## src/rtl/load_store_unit.sv

```systemverilog
// Load/store unit: turns one core access into a single word-aligned memory request.
// Latency: done two cycles after accept when memory is ready at once; faults on bad requests complete one cycle after accept.
// Backpressure: busy stalls the core; mem_ready stretches REQ until the wait counter expires.
module load_store_unit #(
  parameter int TIMEOUT_CYCLES = 16
) (
  input  logic        clk,
  input  logic        reset,
  input  logic        start,
  input  logic        is_store,
  input  logic [2:0]  funct3,
  input  logic [31:0] address,
  input  logic [31:0] store_data,
  output logic        busy,
  output logic        done,
  output logic        fault,
  output logic [31:0] load_data,
  output logic        mem_req,
  output logic        mem_we,
  output logic [31:0] mem_addr,
  output logic [31:0] mem_wdata,
  output logic [3:0]  mem_be,
  input  logic        mem_ready,
  input  logic [31:0] mem_rdata
);

  typedef enum logic [1:0] {
    IDLE  = 2'd0,
    REQ   = 2'd1,
    DONE  = 2'd2,
    FAULT = 2'd3
  } state_t;

  // Wait-counter value seen in the last REQ cycle that may still complete.
  localparam logic [7:0] LAST_WAIT = 8'(TIMEOUT_CYCLES - 1);

  state_t      state;
  state_t      state_next;
  logic [7:0]  wait_cnt;
  logic        store_q;
  logic [2:0]  funct3_q;
  logic [1:0]  offset_q;

  logic        bad_req;
  logic [3:0]  be_calc;
  logic [31:0] wdata_calc;
  logic [31:0] lane;
  logic [31:0] load_ext;

  // Classify the incoming request and precompute its byte lanes.
  always_comb begin
    bad_req    = 1'b0;
    be_calc    = 4'b0000;
    wdata_calc = store_data;
    case (funct3)
      3'b000, 3'b100: begin
        be_calc    = 4'b0001 << address[1:0];
        wdata_calc = {4{store_data[7:0]}};
        bad_req    = is_store && funct3[2];
      end
      3'b001, 3'b101: begin
        be_calc    = 4'b0011 << {address[1], 1'b0};
        wdata_calc = {2{store_data[15:0]}};
        bad_req    = address[0] || (is_store && funct3[2]);
      end
      3'b010: begin
        be_calc    = 4'b1111;
        wdata_calc = store_data;
        bad_req    = (address[1:0] != 2'b00);
      end
      default: bad_req = 1'b1;
    endcase
  end

  // Shift the addressed lane down and extend it according to the latched width code.
  always_comb begin
    lane     = mem_rdata >> {offset_q, 3'b000};
    load_ext = lane;
    case (funct3_q)
      3'b000:  load_ext = {{24{lane[7]}}, lane[7:0]};
      3'b001:  load_ext = {{16{lane[15]}}, lane[15:0]};
      3'b100:  load_ext = {24'd0, lane[7:0]};
      3'b101:  load_ext = {16'd0, lane[15:0]};
      default: load_ext = lane;
    endcase
  end

  // Next-state logic; memory completion takes priority over the timeout in the same cycle.
  always_comb begin
    state_next = state;
    case (state)
      IDLE: begin
        if (start) state_next = bad_req ? FAULT : REQ;
      end
      REQ: begin
        if (mem_ready)                  state_next = DONE;
        else if (wait_cnt == LAST_WAIT) state_next = FAULT;
      end
      DONE:    state_next = IDLE;
      FAULT:   state_next = IDLE;
      default: state_next = IDLE;
    endcase
  end

  // Status and request strobes decode directly from the state.
  always_comb begin
    busy    = (state != IDLE);
    done    = (state == DONE) || (state == FAULT);
    fault   = (state == FAULT);
    mem_req = (state == REQ);
    mem_we  = (state == REQ) && store_q;
  end

  // State, wait counter, latched request and load result registers.
  always_ff @(posedge clk) begin
    if (reset) begin
      state     <= IDLE;
      wait_cnt  <= 8'd0;
      store_q   <= 1'b0;
      funct3_q  <= 3'b000;
      offset_q  <= 2'b00;
      mem_addr  <= 32'd0;
      mem_wdata <= 32'd0;
      mem_be    <= 4'b0000;
      load_data <= 32'd0;
    end else begin
      state <= state_next;
      if (state == IDLE && start) begin
        store_q   <= is_store;
        funct3_q  <= funct3;
        offset_q  <= address[1:0];
        mem_addr  <= {address[31:2], 2'b00};
        mem_wdata <= wdata_calc;
        mem_be    <= be_calc;
        wait_cnt  <= 8'd0;
      end
      if (state == REQ) begin
        if (mem_ready) begin
          wait_cnt <= 8'd0;
          if (!store_q) load_data <= load_ext;
        end else begin
          wait_cnt <= wait_cnt + 8'd1;
        end
      end else begin
        wait_cnt <= 8'd0;
      end
    end
  end

endmodule

```

## config.mk

```make
export PLATFORM = sky130hd
export DESIGN_NAME = load_store_unit
export DESIGN_NICKNAME = d
export VERILOG_FILES = /design/src/rtl/load_store_unit.sv
export SDC_FILE = /design/constraint.sdc
export NUM_CORES = 1
export LEC_CHECK = 0
export ABC_AREA = 1
export CAP_MARGIN = 20
export CELL_PAD_IN_SITES_DETAIL_PLACEMENT = 1
export CELL_PAD_IN_SITES_GLOBAL_PLACEMENT = 2
export CORE_UTILIZATION = 22
export DETAILED_ROUTE_END_ITERATION = 12
export GPL_TIMING_DRIVEN = 0
export HOLD_SLACK_MARGIN = 0.03
export PLACE_DENSITY = 0.88
export SETUP_SLACK_MARGIN = 0.2
export SYNTH_ARGS = -nofsm -noshare
export SYNTH_HDL_FRONTEND = slang
export SYNTH_SLANG_ARGS = --single-unit
```

## constraint.sdc

```tcl
create_clock -name clk -period 1.35 [get_ports clk]
set_input_delay 0.2025 -clock clk [delete_from_list [all_inputs] [get_ports clk]]
set_output_delay 0.2025 -clock clk [all_outputs]
set_load 0.05 [all_outputs]
```

==> impl_metrics.toml <==
[die]
std_cell_rows = 56
coreArea_sq_um = 23400
fp.dieH_um = 156
die-area_sq_um = 24500
fp.dieW_um = 156
start_util = 0.224
ios = 209

[pwr]
leakagePower_nw = 4.50
power_mw = 14.4
combPwrFrac = 0.373
swShare = 0.364
internal_power_mw = 9.14
switchingPower_mw = 5.24
irDropWorstVdd_v = 0.000722
seqPwrFrac = 0.293
p_per_area_nw_per_um2 = 1410
clkPwrFrac = 0.334

[routing]
drtPass1Iterations = 4
ant_nets = 0
wl_um = 22500
via_count = 6212
remaining_drc_errors = 0
via_per_inst = 4.48
wl_per_cell_um = 16.2
drt_iter0_markers = 223

[synth]
ys.flop_type = "dfxtp_1"
synth_edf_count = 0
syn_inst = 785
ys_types = 28
yosys-top-cells-area = "dfxtp_1 44%, nand2_1 12%, nor2_1 12%"
yosys-top-cells-count = "167 x nand2_1, 164 x nor2_1, 114 x dfxtp_1"
synth_warnings = 0
postSynthAreaPerCell_sq_um = 6.68
seq_area_frac_synth = 0.435
yosys.area.top_type = "dfxtp_1"
synth_top_area_frac = 0.435
synth_seq_cells = 114
yosysMostFrequentCell = "nand2_1"
async_flop_share = 0
netlist_area_sq_um = 5250

[placed_design]
globalplace.congestion = 0.877
place_inst = 1311
pre_cts_ws_ns = -0.763
placed_cell_area_sq_um = 7720
io_buffer_count = 206
hpwl_um = 15700

[finish]
fin_cells = 1386
design_area_sq_um = 10200
fillers = 2752
area_growth_pct = 94.7
finalNetCount = 1158
final_layout_size_suffix_gt1_frac = 0.427

[status]
status = "finished, violations left"
violations = "setup timing"

[grt]
grt_max_degree = 17
grt_antenna_before_repair = 1
grt_pass1_vias = 6200
grt_util_all_layers = 0.177
grt_pass1_wl_um = 33000
grt_overflow = 0

[timing]
setup_viol = 9
slew_viol_final = 0
fin_setup_tns_ns = -0.213
max_freq_mhz = 710
period_share = 1.04
rsz0062_at_grt = "yes"
fin_skew_ns = 0.00901
hold_viol_final = 0
fin_ws_ns = -0.0592
period_needed_ns = 1.41

[setup_path]
end_kind = "register"
arrival_ns = 1.74
required_ns = 1.68
critical-path-top-delay-family = "buffers and inverters"
critPathBufInv = 5
slowest_delay_ns = 0.37
crit_path_top_delay_cell = "dfxtp_4"
cp_max_fo = 7
cp-start-kind = "register"
cp_cell_sequence = "inv_6, nand3_4, inv_4, buf_12, buf_16, buf_8, o21ai_2, a31oi_1"
path_class = "reg -> reg"

[clock_network]
h-tree-depth = 4
clk_path_buf_depth = 2
cts_tree = "built"
cts-root-buf = "clkbuf_16"
clock_sinks = 114
cts.clk_slew.worst_paths_ns = 0.06
cts-buffers-inserted = 17
clk_latency_ns = 0.42

[run]
maxCapViolations = 0

[hold_path]
hold_path.class = "in -> reg"
flip-flops by register name (all words and copies together) (netlist names):
| name | cells |
|---|---|
| wait_cnt | 8 |
| store_q | 1 |
| mem_addr | 30 |
| offset_q | 2 |
| funct3_q | 3 |
| state | 2 |
| load_data | 32 |
| mem_be | 4 |
| mem_wdata | 32 |
what timing repair did:
item                       4_1_cts  5_1_grt
setup endpoints to repair      217      182
setup buffers                    6       24
pin swaps                        4       42
resized for setup              891      325
cloned                           5        7
hold buffers                     0        0
placed cells by master, fill, tap and decap left out, types with 10 or more instances in the layout:
cell type and instances:
dfxtp_4 18, nand3_1 48, a21oi_2 20, clkbuf_16 23, nor2_2 12, o21ai_0 27, o21ai_1 18, dfxtp_1 10
clkbuf_2 10, nand2_1 159, a31oi_1 16, buf_6 50, nor2_4 25, o21ai_2 24, inv_1 55, buf_4 34
buf_8 75, dfxtp_2 86, a21oi_1 34, clkdlybuf4s50_1 99, nor2_1 127
logic make-up (layout without fill, tap and decap cells):
kind of cell / after synthesis / count (layout) / share of synthesized area
other cells: 1 / 3 / 0.000715
flops: 114 / 114 / 0.435
simple gates: 400 / 400 / 0.311
fa+ha+maj: 1 / 1 / 0.00239
buf+inv: 117 / 397 / 0.0978
compound gates: 152 / 152 / 0.153
power groups by stage:
stage               clock (mW)  sequential [mW]  combinational (mW)
CTS                       4.88             4.11                4.44
floorplan                    0             5.17                1.34
finish                    4.81             4.21                5.36
global placement             0             4.03                3.99
global route              5.07             4.26                5.69
detailed placement           0             4.04                4.02
metrics by stage:
step | util | hold WS (ns)
2_1_floorplan | - | 0.330
4_1_cts | 0.382 | 0.332
3_3_place_gp | 0.330 | 0.430
3_5_place_dp | 0.330 | 0.448
6_report | 0.436 | 0.215
5_1_grt | 0.436 | 0.235
worst min-delay path: stages:
cell	delay, ns
dlymetal6s2s_1	0.20
o21ai_4	0.10
a21oi_2	0.09
metal layers:
layer,track usage,vias up,wire (um)
met5,0,-,0
met1,0.205,2926,9200
met4,0.0532,0,361
met3,0.0648,28,1770
li1,-,3063,-
met2,0.304,195,11200
final cells by class:
type,count,area (sq um),share of cell area
antenna,1,2.50,0.000245
buffer,49,497,0.0486
clock buffer,18,439,0.0430
clock inverter,14,175,0.0172
inverter,68,282,0.0276
multi-input combinational,555,3000,0.294
sequential,114,2460,0.241
tap,319,399,0.0391
timing repair buffer,248,2960,0.290
path summary, 6_finish.rpt:
kind | start | endpoint | slack, ns | cells past startpoint
setup / recovery | state[1] | mem_wdata[16] | -0.06 | 8
hold / removal | address[0] | offset_q[0] | 0.21 | 3
setup reg to reg | state[1] | mem_wdata[16] | -0.06 | 8
hold reg to reg | wait_cnt[0] | wait_cnt[0] | 0.44 | 1
Power figures use the tool's default switching activity.
